## config.mk

```make
export PLATFORM = sky130hd
export DESIGN_NAME = axi_lite_req_arbiter
export DESIGN_NICKNAME = d
export VERILOG_FILES = /design/src/rtl/axi_lite_req_arbiter.sv
export SDC_FILE = /design/constraint.sdc
export NUM_CORES = 1
export LEC_CHECK = 0
export ABC_AREA = 1
export BUFFER_PORTS_ARGS = -buffer_cell sky130_fd_sc_hd__buf_2
export CAP_MARGIN = 0
export CORE_MARGIN = 2
export CORE_UTILIZATION = 41
export CTS_CLUSTER_SIZE = 25
export DETAILED_ROUTE_END_ITERATION = 12
export PLACE_DENSITY = 0.76
export SETUP_SLACK_MARGIN = 0.3
export SLEW_MARGIN = 20
export SYNTH_ARGS = -nofsm -noshare
export SYNTH_HDL_FRONTEND = slang
export SYNTH_SLANG_ARGS = --single-unit
```

## constraint.sdc

```tcl
create_clock -name clk -period 1.6 [get_ports clk]
set_input_delay 0.08 -clock clk [delete_from_list [all_inputs] [get_ports clk]]
set_output_delay 0.08 -clock clk [all_outputs]
set_load 0.01 [all_outputs]
```

## src/rtl/axi_lite_req_arbiter.sv

```systemverilog
// Round-robin arbiter sharing one AXI-Lite master port among NREQ requesters, one transaction
// at a time. Optional per-phase stall timeout is enabled by defining AXI_ARB_TIMEOUT_EN.
module axi_lite_req_arbiter #(
   parameter int unsigned NREQ        = 2,
   parameter int unsigned TIMEOUT_CYC = 64
) (
   input  logic                clk,
   input  logic                rst,
   input  logic [NREQ-1:0]     req,
   input  logic [NREQ-1:0]     req_we,
   input  logic [NREQ*32-1:0]  req_addr,
   input  logic [NREQ*32-1:0]  req_wdata,
   input  logic [NREQ*4-1:0]   req_wstrb,
   output logic [NREQ-1:0]     req_done,
   output logic [31:0]         rsp_rdata,
   output logic [1:0]          rsp_resp,
   output logic [31:0]         m_awaddr,
   output logic                m_awvalid,
   input  logic                m_awready,
   output logic [31:0]         m_wdata,
   output logic [3:0]          m_wstrb,
   output logic                m_wvalid,
   input  logic                m_wready,
   input  logic [1:0]          m_bresp,
   input  logic                m_bvalid,
   output logic                m_bready,
   output logic [31:0]         m_araddr,
   output logic                m_arvalid,
   input  logic                m_arready,
   input  logic [31:0]         m_rdata,
   input  logic [1:0]          m_rresp,
   input  logic                m_rvalid,
   output logic                m_rready
);

   localparam int unsigned IW = (NREQ > 1) ? $clog2(NREQ) : 1;

   localparam logic [2:0] S_IDLE  = 3'd0;
   localparam logic [2:0] S_WADDR = 3'd1;
   localparam logic [2:0] S_WRESP = 3'd2;
   localparam logic [2:0] S_RADDR = 3'd3;
   localparam logic [2:0] S_RDATA = 3'd4;
   localparam logic [2:0] S_DONE  = 3'd5;

   logic [2:0]    state;
   logic [IW-1:0] rr_ptr;
   logic [IW-1:0] grant;
   logic [IW-1:0] pick;
   logic          busy;
   logic          waddr_fin;
   logic          phase_fin;
   logic          tmo_hit;

   // First set request after rr_ptr, wrapping at NREQ.
   always_comb begin
      int unsigned idx;
      logic        found;
      pick  = rr_ptr;
      found = 1'b0;
      idx   = 0;
      for (int unsigned off = 1; off <= NREQ; off++) begin
         idx = 32'(rr_ptr) + off;
         if (idx >= NREQ) begin
            idx = idx - NREQ;
         end
         if (!found && req[idx[IW-1:0]]) begin
            found = 1'b1;
            pick  = idx[IW-1:0];
         end
      end
   end

   // A channel counts as finished once its valid has dropped or its ready is seen now.
   assign waddr_fin = (!m_awvalid || m_awready) && (!m_wvalid || m_wready);

   assign busy = (state == S_WADDR) || (state == S_WRESP) ||
                 (state == S_RADDR) || (state == S_RDATA);

   always_comb begin
      phase_fin = 1'b0;
      case (state)
         S_WADDR: phase_fin = waddr_fin;
         S_WRESP: phase_fin = m_bvalid;
         S_RADDR: phase_fin = m_arready;
         S_RDATA: phase_fin = m_rvalid;
         default: phase_fin = 1'b0;
      endcase
   end

`ifdef AXI_ARB_TIMEOUT_EN
   localparam int unsigned CW = $clog2(TIMEOUT_CYC + 1);

   logic [CW-1:0] tmo_cnt;

   // Counter is zero in every cycle that enters a new phase.
   assign tmo_hit = busy && !phase_fin && (tmo_cnt == CW'(TIMEOUT_CYC - 1));

   always_ff @(posedge clk) begin
      if (rst || !busy || phase_fin || tmo_hit) begin
         tmo_cnt <= '0;
      end else begin
         tmo_cnt <= tmo_cnt + 1'b1;
      end
   end
`else
   assign tmo_hit = 1'b0;
`endif

   always_ff @(posedge clk) begin
      if (rst) begin
         state     <= S_IDLE;
         rr_ptr    <= IW'(NREQ - 1);
         grant     <= '0;
         req_done  <= '0;
         rsp_rdata <= '0;
         rsp_resp  <= '0;
         m_awaddr  <= '0;
         m_awvalid <= 1'b0;
         m_wdata   <= '0;
         m_wstrb   <= '0;
         m_wvalid  <= 1'b0;
         m_bready  <= 1'b0;
         m_araddr  <= '0;
         m_arvalid <= 1'b0;
         m_rready  <= 1'b0;
      end else begin
         req_done <= '0;
         if (tmo_hit) begin
            m_awvalid       <= 1'b0;
            m_wvalid        <= 1'b0;
            m_bready        <= 1'b0;
            m_arvalid       <= 1'b0;
            m_rready        <= 1'b0;
            rsp_resp        <= 2'b10;
            rsp_rdata       <= '0;
            req_done[grant] <= 1'b1;
            state           <= S_DONE;
         end else begin
            case (state)
               S_IDLE: begin
                  if (|req) begin
                     grant  <= pick;
                     rr_ptr <= pick;
                     if (req_we[pick]) begin
                        m_awaddr  <= req_addr[32*pick +: 32];
                        m_wdata   <= req_wdata[32*pick +: 32];
                        m_wstrb   <= req_wstrb[4*pick +: 4];
                        m_awvalid <= 1'b1;
                        m_wvalid  <= 1'b1;
                        state     <= S_WADDR;
                     end else begin
                        m_araddr  <= req_addr[32*pick +: 32];
                        m_arvalid <= 1'b1;
                        state     <= S_RADDR;
                     end
                  end
               end
               S_WADDR: begin
                  if (m_awready) begin
                     m_awvalid <= 1'b0;
                  end
                  if (m_wready) begin
                     m_wvalid <= 1'b0;
                  end
                  if (waddr_fin) begin
                     m_bready <= 1'b1;
                     state    <= S_WRESP;
                  end
               end
               S_WRESP: begin
                  if (m_bvalid) begin
                     m_bready        <= 1'b0;
                     rsp_resp        <= m_bresp;
                     rsp_rdata       <= '0;
                     req_done[grant] <= 1'b1;
                     state           <= S_DONE;
                  end
               end
               S_RADDR: begin
                  if (m_arready) begin
                     m_arvalid <= 1'b0;
                     m_rready  <= 1'b1;
                     state     <= S_RDATA;
                  end
               end
               S_RDATA: begin
                  if (m_rvalid) begin
                     m_rready        <= 1'b0;
                     rsp_resp        <= m_rresp;
                     rsp_rdata       <= m_rdata;
                     req_done[grant] <= 1'b1;
                     state           <= S_DONE;
                  end
               end
               S_DONE: begin
                  state <= S_IDLE;
               end
               default: begin
                  state <= S_IDLE;
               end
            endcase
         end
      end
   end

endmodule

```

Word level (Yosys, flattened, before mapping)
Cells that the tools add are included.
Widths: inputs -> output; s select.
Operators by class
  multipliers: 0
  reductions and logical operators: 25
  mux-type cells: 45
  bitwise operators: 1
  magnitude comparators: 7
  shifts and indexed selects: 3
  $add $sub $neg: 4
  equality and inequality tests: 13
  div/mod/pow operators: 0
Operators with widths (count)
  $shiftx 64x7->32: 2
  $mux 32: 2
  $pmux 32 s2: 1
  $mux 1: 23
  $ne 2x2->1 const B: 9
  $mux 3: 5
  $pmux 3 s5: 1
  $reduce_and 3->1: 5
  $reduce_and 4->1: 3
  $mux 2: 5
  $pmux 1 s2: 5
  $reduce_bool 2->1: 5
  $lt 1x2->1 const B: 4
  $pmux 2 s2: 2
  $shiftx 8x4->4: 1
  $eq 3x2->1 const B: 2
  $reduce_and 5->1: 1
  $add 1x2->3 const B: 1
  $eq 3x1->1 const B: 1
  $eq 3x3->1 const B: 1
  $ge 3x2->1 const B: 1
  $logic_and 1x1->1: 3
  $logic_not 1->1: 3
  $logic_not 3->1: 1
  9 further kinds: 11
Word-level totals
  bits of input ports: 183
  memories kept: 0
  memory bits (writable): 0
  register bits after elaboration: 146
  bits in latches: 0
  memory bits (read-only): 0

Longest topological paths before layout
Gate-level depths: netlist (run 1).
  depth in word-level cells: 14
  mapped depth: 13
  depth with buffers taken out: 10

Worst setup path after synthesis (run 1)
OpenSTA, ideal clock, no wires.
  kind: register -> register
  start: reg state[2]
  end: reg m_awaddr[0]
  setup slack: 0.140 ns
  required time: 1.487 ns
  buffers on the path: 3
  arrival time: 1.347 ns
  stages on the path, launching flop included: 12
  cell sequence: dfxtp_1 -> inv_2 -> nand2_2 -> nor3_4 -> nand2_1 -> buf_6 -> inv_2 -> buf_6 -> buf_6 -> nand2_1 -> nand2_1 -> nor2_1
Between the ends
  longest elaborated chain between the ends: 2
RTL lines
  start: declaration: RTL line 45  | logic [2:0] state;
  start signal: assignment: RTL line 111  | state <= S_IDLE;
  start signal: assignment: RTL line 137  | state <= S_DONE;
  start signal: assignment: RTL line 150  | state <= S_WADDR;
  $logic_not 3->1: RTL line 139  | case (state)
  $reduce_and 3->1 (no line)
  end signal: assignment: RTL line 145  | m_awaddr <= req_addr[32*pick +: 32];
  end: declaration: RTL line 17  | output logic [31:0] m_awaddr,
Every way passes these cells.
A chain may end at the register's enable or synchronous reset.

Worst setup path in the final report (run 1)
  start: reg state[2]
  end: reg m_araddr[21]
Between the ends
  longest elaborated chain between the ends: 2
RTL lines
  $logic_not 3->1: RTL line 139
  $reduce_and 3->1 (no line)
  end signal: assignment: RTL line 152  | m_araddr <= req_addr[32*pick +: 32];
  end: declaration: RTL line 27  | output logic [31:0] m_araddr,
Every way passes these cells.

==> flow_summary_export.csv, run 1 <==
group,metric,value,unit
synthesis,synth_top_area_cell,"dfxtp_1",
die,num_io_pins,324,
drt,totalWireLength,23800,µm
clock_network,cts_tree,"done",
clock_network,cts.sinks,146,
clock_network,cts_root_buf,"clkbuf_16",
sta,hold_viol,1,
power,p_per_area,1790,nW/µm²
drt,drc,0,
job,cap_violations,0,
global_route,use_met1,27.7,%
drt,drtIter0Drc,490,
setup_path,crit_path_max_incr_delay,0.33,ns
synthesis,ys.flop_type,"dfxtp_1",
global_route,antenna_found_initial,1,
layout,area_growth,67.7,%
place,dp_hpwl,13600,µm
place,place.gp.congestion,0.849,
drt,detail-route-antenna-nets,0,
setup_path,critPathSlowestCell,"dfxtp_2",
power,p_leak,5.38,nW
synthesis,synth_area_leaders,"dfxtp_1 46%, nand2_1 18%, nor2_1 13%",
layout,final_cells,1534,
drt,detailroute.via_count,7674,
place,post_dp_cell_area,8210,µm²
layout,layout_commonest_cell,"buf_2",
die,rows,45,
setup_path,cp_max_fo,4,
power,total_power,19.1,mW
place,placed_cells,1417,
synthesis,synth_warnings,0,
die,fp.coreArea,15200,µm²
sta,rsz0062_at_grt,"true",
synthesis,synth_nets,1127,
global_route,grt_pass1_wl,33100,µm
synthesis,synth_cells,944,
drt,drtPass1Iterations,6,
drt,vias_per_cell,5.00,
status,violations,"hold timing",
power,peakVddDrop,0.858,mV
die,die-area,16600,µm²
die,die_h,129,µm
synthesis,synth-seq-cells,146,
layout,fin_nets,1516,
layout,design_area,10700,µm²
sta,timing.final.crit_share,94.2,%
setup_path,arrival,1.81,ns
global_route,grt.total_usage,25.0,%
global_route,top_usage_layer,"met2",
clock_network,clk_pin_slew_worst_paths,0.06,ns
power,p_comb_share,50.7,%
sta,hold_slack,-0.000644,ns
global_route,grt_util_met3,6.20,%
min_path,hold_path_class,"input port to flip-flop",
power,internal_power,11.7,mW
setup_path,cp-start-kind,"flip-flop",
synthesis,avgSynthCellArea,6.77,µm²
sta,maxSlewViolCount,0,
layout,drive_above_1_share,45.0,%
power,power_switching_share,38.6,%
sta,finClkSkew,0.00837,ns
synthesis,synth-edff-count,0,
die,die_w,129,µm
sta,finalSetupViolations,0,
synthesis,synth_top_area_share,45.7,%
setup_path,cp.required,1.90,ns
sta,max_slew_margin,77.7,%
power,p_switching,7.39,mW
global_route,grt_max_degree,64,
drt,wl_per_cell,15.5,µm
status,status,"finished with violations",
sta,period_minus_slack,1.51,ns
sta,max_freq,664,MHz
layout,most-common-layout-cells,"323 x buf_2, 236 x nand2_1, 197 x nor2_1",
clock_network,htree_num_levels,4,
setup_path,crit_path_frequent_cell,"inv_2",
place,port_buffers,323,
global_route,grt_overflow,0,
setup_path,path_class,"flip-flop to flip-flop",
clock_network,numCtsBuffers,17,
synthesis,synth-seq-area-share,45.7,%
global_route,grt.met2_usage,45.3,%
setup_path,crit_path_end_kind,"flip-flop",
power,power_frac_clock,21.9,%
synthesis,ys_types,23,
sta,tightest_slew,0.331,ns
layout,nFillCells,1188,
clock_network,clockBufferDepth,2,
synthesis,async_flop_share,0,%
synthesis,syn_area,6390,µm²
die,initial_utilization,42.0,%
global_route,grt_pass1_vias,7021,
power,pwr-share-seq,27.3,%
clock_network,clkLatencyLatePin,0.41,ns
setup_path,path_cells,"inv_2 > nand2_4 > nor3_4 > inv_2 > nor2_4 > buf_6 > clkbuf_16 > nand2_2 > nand2_1 > nor2_1",
repair_timing:
item | CTS | global route
endpoints found under the setup margin | 143 | 145
hold endpoints to repair | 44 | 0
buffers inserted | 11 | 9
pin swaps | 10 | 41
hold buffers | 40 | 0
gates cloned | 10 | 15
resized for setup | 130 | 143
synthesized netlist by cell type (10+ instances only):
| master | instances |
|---|---|
| nand2_1 | 299 |
| nand4_1 | 34 |
| buf_6 | 11 |
| buf_1 | 12 |
| nand3_1 | 13 |
| or2_2 | 32 |
| a21oi_1 | 36 |
| o21ai_0 | 72 |
| buf_2 | 10 |
| inv_1 | 14 |
| nor2_1 | 218 |
| dfxtp_1 | 146 |
| clkbuf_1 | 27 |
power groups by stage:
stage          combinational [mW]  clock [mW]  sequential, mW
2_1_floorplan                3.68           0            5.67
3_3_place_gp                 6.33           0            5.18
3_5_place_dp                 6.40           0            5.21
4_1_cts                      7.93        4.26            5.16
5_1_grt                      10.5        4.42            5.34
6_report                     9.71        4.20            5.23
worst max-delay path, delay by kind of cell, from the launching register on:
family,cells,cell delay (ns)
buf+inv,4,0.45
flops,1,0.33
simple gates,6,0.60
cell type report:
| type | instances | area (µm²) | area share (%) |
|---|---|---|---|
| Timing Repair Buffer | 435 | 3260 | 30.4 |
| Inverter | 19 | 88.8 | 0.829 |
| Multi-Input combinational cell | 714 | 3570 | 33.3 |
| Sequential cell | 146 | 2930 | 27.4 |
| Tap cell | 188 | 235 | 2.19 |
| Clock buffer | 19 | 443 | 4.13 |
| Clock inverter | 12 | 183 | 1.70 |
| Antenna cell | 1 | 2.50 | 0.0233 |
registers in the layout, summed over array words and instances (netlist names), 2 cells and up:
register and count:
m_awaddr 32, req_done 2, m_wstrb 4, rsp_rdata 32
state 3, m_wdata 32, rsp_resp 2, m_araddr 32
metrics by stage:
step	setup slack [ns]	util [%]	hold WS (ns)	setup TNS, ns
after global placement	0.0254	54.0	0.356	0
after global routing	0.0169	70.5	0.0254	0
after floorplan	0.160	-	0.252	0
after detailed placement	-0.0435	54.0	0.363	-0.750
after CTS	0.110	64.9	0.000452	0
final	0.0932	70.5	-0.000644	0
path summary, 6_finish.rpt:
path,to,cells after the start,slack (ns),from
max reg2reg,m_araddr[21]$_SDFFE_PP0P_,10,0.09,state[2]$_SDFFE_PP0P_
max,m_araddr[21]$_SDFFE_PP0P_,10,0.09,state[2]$_SDFFE_PP0P_
min,m_wdata[3]$_SDFFE_PP0P_,5,-0.0006,req_wdata[35]
min reg2reg,req_done[0]$_SDFF_PP0_,1,0.45,grant$_SDFFE_PP0P_
routing by layer:
metal	up-vias	wire length (µm)	part of all wire [%]
met4	0	773	3.2
met5	-	0	0
li1	3784	-	-
met2	326	12100	51
met3	66	1510	6.3
met1	3498	9420	40
cell families after synthesis:
| kind of cell | Yosys count | synth area share [%] |
|---|---|---|
| AOI/OAI and AO/OA | 113 | 9.10 |
| DFF | 146 | 45.7 |
| and+or+nand+nor | 601 | 38.5 |
| buffers and inverters | 84 | 6.71 |
Note: power is estimated with default switching activity, not from simulation.
==> run 2: changes to the inputs <==
--- a/config.mk
+++ b/config.mk
@@ -5,14 +5,12 @@
 export SDC_FILE = /design/constraint.sdc
 export NUM_CORES = 1
 export LEC_CHECK = 0
-export ABC_AREA = 1
 export BUFFER_PORTS_ARGS = -buffer_cell sky130_fd_sc_hd__buf_2
 export CAP_MARGIN = 0
-export CORE_MARGIN = 2
-export CORE_UTILIZATION = 41
+export CORE_UTILIZATION = 43
 export CTS_CLUSTER_SIZE = 25
 export DETAILED_ROUTE_END_ITERATION = 12
-export PLACE_DENSITY = 0.76
+export PLACE_DENSITY = 0.77
 export SETUP_SLACK_MARGIN = 0.3
 export SLEW_MARGIN = 20
 export SYNTH_ARGS = -nofsm -noshare
==> run 2 against run 1 <==
Effect of this change:
- the run ends with setup timing left
- sequential share of layout area down 2.1 points
- global-route usage up 5.5 points
- first-iteration DRC count rose by 52%
- critical endpoint is now rsp_rdata[21]$_SDFFE_PP0P_
==> flow_summary_export.csv, run 2 <==
group,metric,value,unit
die,initial_utilization,44.4,%
place,dp_hpwl,14600,µm
drt,detailroute.via_count,8215,
layout,fin_nets,1384,
drt,drtIter0Drc,746,
global_route,grt_max_degree,69,
drt,totalWireLength,32400,µm
synthesis,synth_commonest_cells,"146 x dfxtp_1, 100 x nand3_1, 72 x a21oi_1",
power,power_frac_clock,25.1,%
power,total_power,16.2,mW
place,place.gp.congestion,0.829,
power,p_switching,5.80,mW
min_path,hold_path_class,"input port to flip-flop",
power,power_switching_share,35.8,%
status,status,"finished with violations",
layout,design_area,11600,µm²
clock_network,clk_pin_slew_worst_paths,0.07,ns
global_route,grt_overflow,0,
sta,finClkSkew,0.0142,ns
power,p_per_area,1400,nW/µm²
drt,drc,0,
global_route,antenna_found_initial,4,
synthesis,synth_cells,799,
synthesis,synth_top_area_cell,"dfxtp_1",
place,dp_slack,0.0108,ns
setup_path,arrival,2.31,ns
global_route,grt_pass1_wl,39000,µm
die,rows,46,
power,p_comb_share,46.0,%
synthesis,synth_top_area_share,41.0,%
setup_path,path_buf_inv,5,
drt,vias_per_cell,5.73,
drt,drtPass1Iterations,6,
synthesis,syn_area,7130,µm²
setup_path,crit_family,"buffers and inverters",
sta,rsz0062_at_grt,"true",
place,post_dp_cell_area,9160,µm²
status,violations,"setup timing",
synthesis,synth_area_leaders,"dfxtp_1 41%, mux2i_1 9.4%, mux2_4 7.6%",
setup_path,path_cells,"buf_8 > buf_6 > nor3_4 > buf_6 > buf_16 > clkbuf_4 > nand3_2 > a21oi_1",
clock_network,cts_tree,"done",
die,die-area,17100,µm²
clock_network,clkLatencyLatePin,0.42,ns
setup_path,critPathSlowestCell,"a21oi_1",
sta,timing.final.crit_share,128,%
synthesis,synth-edff-count,0,
clock_network,cts_root_buf,"clkbuf_16",
synthesis,synth_nets,982,
sta,setup_ws,-0.444,ns
sta,hold_viol,0,
synthesis,synth-seq-cells,146,
sta,maxSlewViolCount,0,
setup_path,path_class,"flip-flop to flip-flop",
setup_path,cp.required,1.87,ns
die,num_io_pins,324,
sta,max_freq,489,MHz
setup_path,crit_path_end_kind,"flip-flop",
synthesis,ys_types,44,
global_route,grt.total_usage,30.5,%
setup_path,cp_max_fo,6,
clock_network,clockBufferDepth,2,
layout,layout_commonest_cell,"buf_2",
place,port_buffers,323,
synthesis,async_flop_share,0,%
die,die_w,131,µm
clock_network,htree_num_levels,4,
job,cap_violations,0,
sta,tightest_slew,0.588,ns
setup_path,cp-start-kind,"flip-flop",
layout,area_growth,62.5,%
drt,wl_per_cell,22.6,µm
setup_path,crit_path_frequent_cell,"buf_6",
power,pwr-share-seq,28.9,%
synthesis,avgSynthCellArea,8.92,µm²
power,p_leak,5.60,nW
global_route,grt_pass1_vias,7321,
sta,max_slew_margin,60.8,%
synthesis,synth-seq-area-share,41.0,%
layout,drive_above_1_share,49.1,%
synthesis,synth_warnings,0,
sta,period_minus_slack,2.04,ns
clock_network,numCtsBuffers,17,
setup_path,crit_path_max_incr_delay,0.47,ns
sta,finalSetupViolations,70,
die,die_h,131,µm
die,fp.coreArea,16100,µm²
layout,most-common-layout-cells,"323 x buf_2, 142 x dfxtp_1, 73 x nand3_1",
power,peakVddDrop,1.02,mV
synthesis,ys.flop_type,"dfxtp_1",
clock_network,cts.sinks,146,
synthesis,yosysMostFrequentCell,"dfxtp_1",
drt,detail-route-antenna-nets,0,
power,internal_power,10.4,mW
==> run 2: power by group through the flow <==
stage	clock (mW)	combinational [mW]	sequential [mW]
final	4.07	7.46	4.69
after global routing	4.26	7.83	4.75
after CTS	4.07	6.06	4.64
after detailed placement	0	5.08	4.69
after global placement	0	5.00	4.68
after floorplan	0	3.14	4.96
==> run 2: logic make-up after synthesis <==
group,Yosys count,synth area share [%]
flip-flops,146,41.0
AND/OR/NAND/NOR,267,20.3
multiplexers,104,17.2
AO/OA/AOI/OAI,196,15.8
buffers and inverters,86,5.76
==> run 2: metrics by stage <==
step	setup TNS, ns	util, %	cells	hold slack (ns)
floorplan	0	-	799	0.232
global placement	0	57.0	1300	0.337
detailed placement	0	57.0	1300	0.340
CTS	0	67.3	1397	0.000982
global route	-7.32	72.1	1432	0.0312
finish	-4.70	72.1	1433	0.0268
==> run 2: metal layers <==
layer | GRT usage (%) | up-vias | part of all wire [%]
met3 | 12.1 | 206 | 12
met1 | 33.5 | 3788 | 35
met4 | 16.8 | 2 | 6.8
met2 | 50.4 | 623 | 46
met5 | 0.882 | - | 0.040
li1 | - | 3596 | -
==> run 2: worst register-to-register path, cell delays in order, from the launching register on <==
cell	delay, ns
dfxtp_4	0.36
buf_8	0.13
buf_6	0.12
nor3_4	0.25
buf_6	0.17
buf_16	0.13
clkbuf_4	0.18
nand3_2	0.08
a21oi_1	0.47
==> run 2: path summary, 6_finish.rpt <==
kind / start / to / cells after the start / slack (ns)
setup reg to reg: state[1]$_SDFFE_PP0P_ / rsp_rdata[21]$_SDFFE_PP0P_ / 8 / -0.44
hold reg to reg: rsp_rdata[13]$_SDFFE_PP0P_ / rsp_rdata[13]$_SDFFE_PP0P_ / 2 / 0.45
hold / removal: m_arready / m_arvalid$_SDFFE_PP0P_ / 3 / 0.03
setup / recovery: state[1]$_SDFFE_PP0P_ / rsp_rdata[21]$_SDFFE_PP0P_ / 8 / -0.44
==> run 2: what timing repair did <==
| item | in CTS | in global routing |
|---|---|---|
| endpoints found under the hold margin | 33 | 0 |
| gates resized for setup | 75 | 97 |
| cloned | 10 | 14 |
| hold buffers | 33 | 0 |
| pin swaps | 61 | 29 |
| endpoints found under the setup margin | 143 | 144 |
| buffers inserted | 22 | 19 |
==> run 2: area by class of cell <==
| type | count | area (µm²) |
|---|---|---|
| Sequential cell | 146 | 2930 |
| Timing Repair Buffer | 462 | 3480 |
| Inverter | 6 | 22.5 |
| Clock buffer | 19 | 443 |
| Clock inverter | 13 | 150 |
| Antenna cell | 3 | 7.51 |
| Tap cell | 216 | 270 |
| Fill cell | 1083 | 4470 |
| Multi-Input combinational cell | 568 | 4280 |
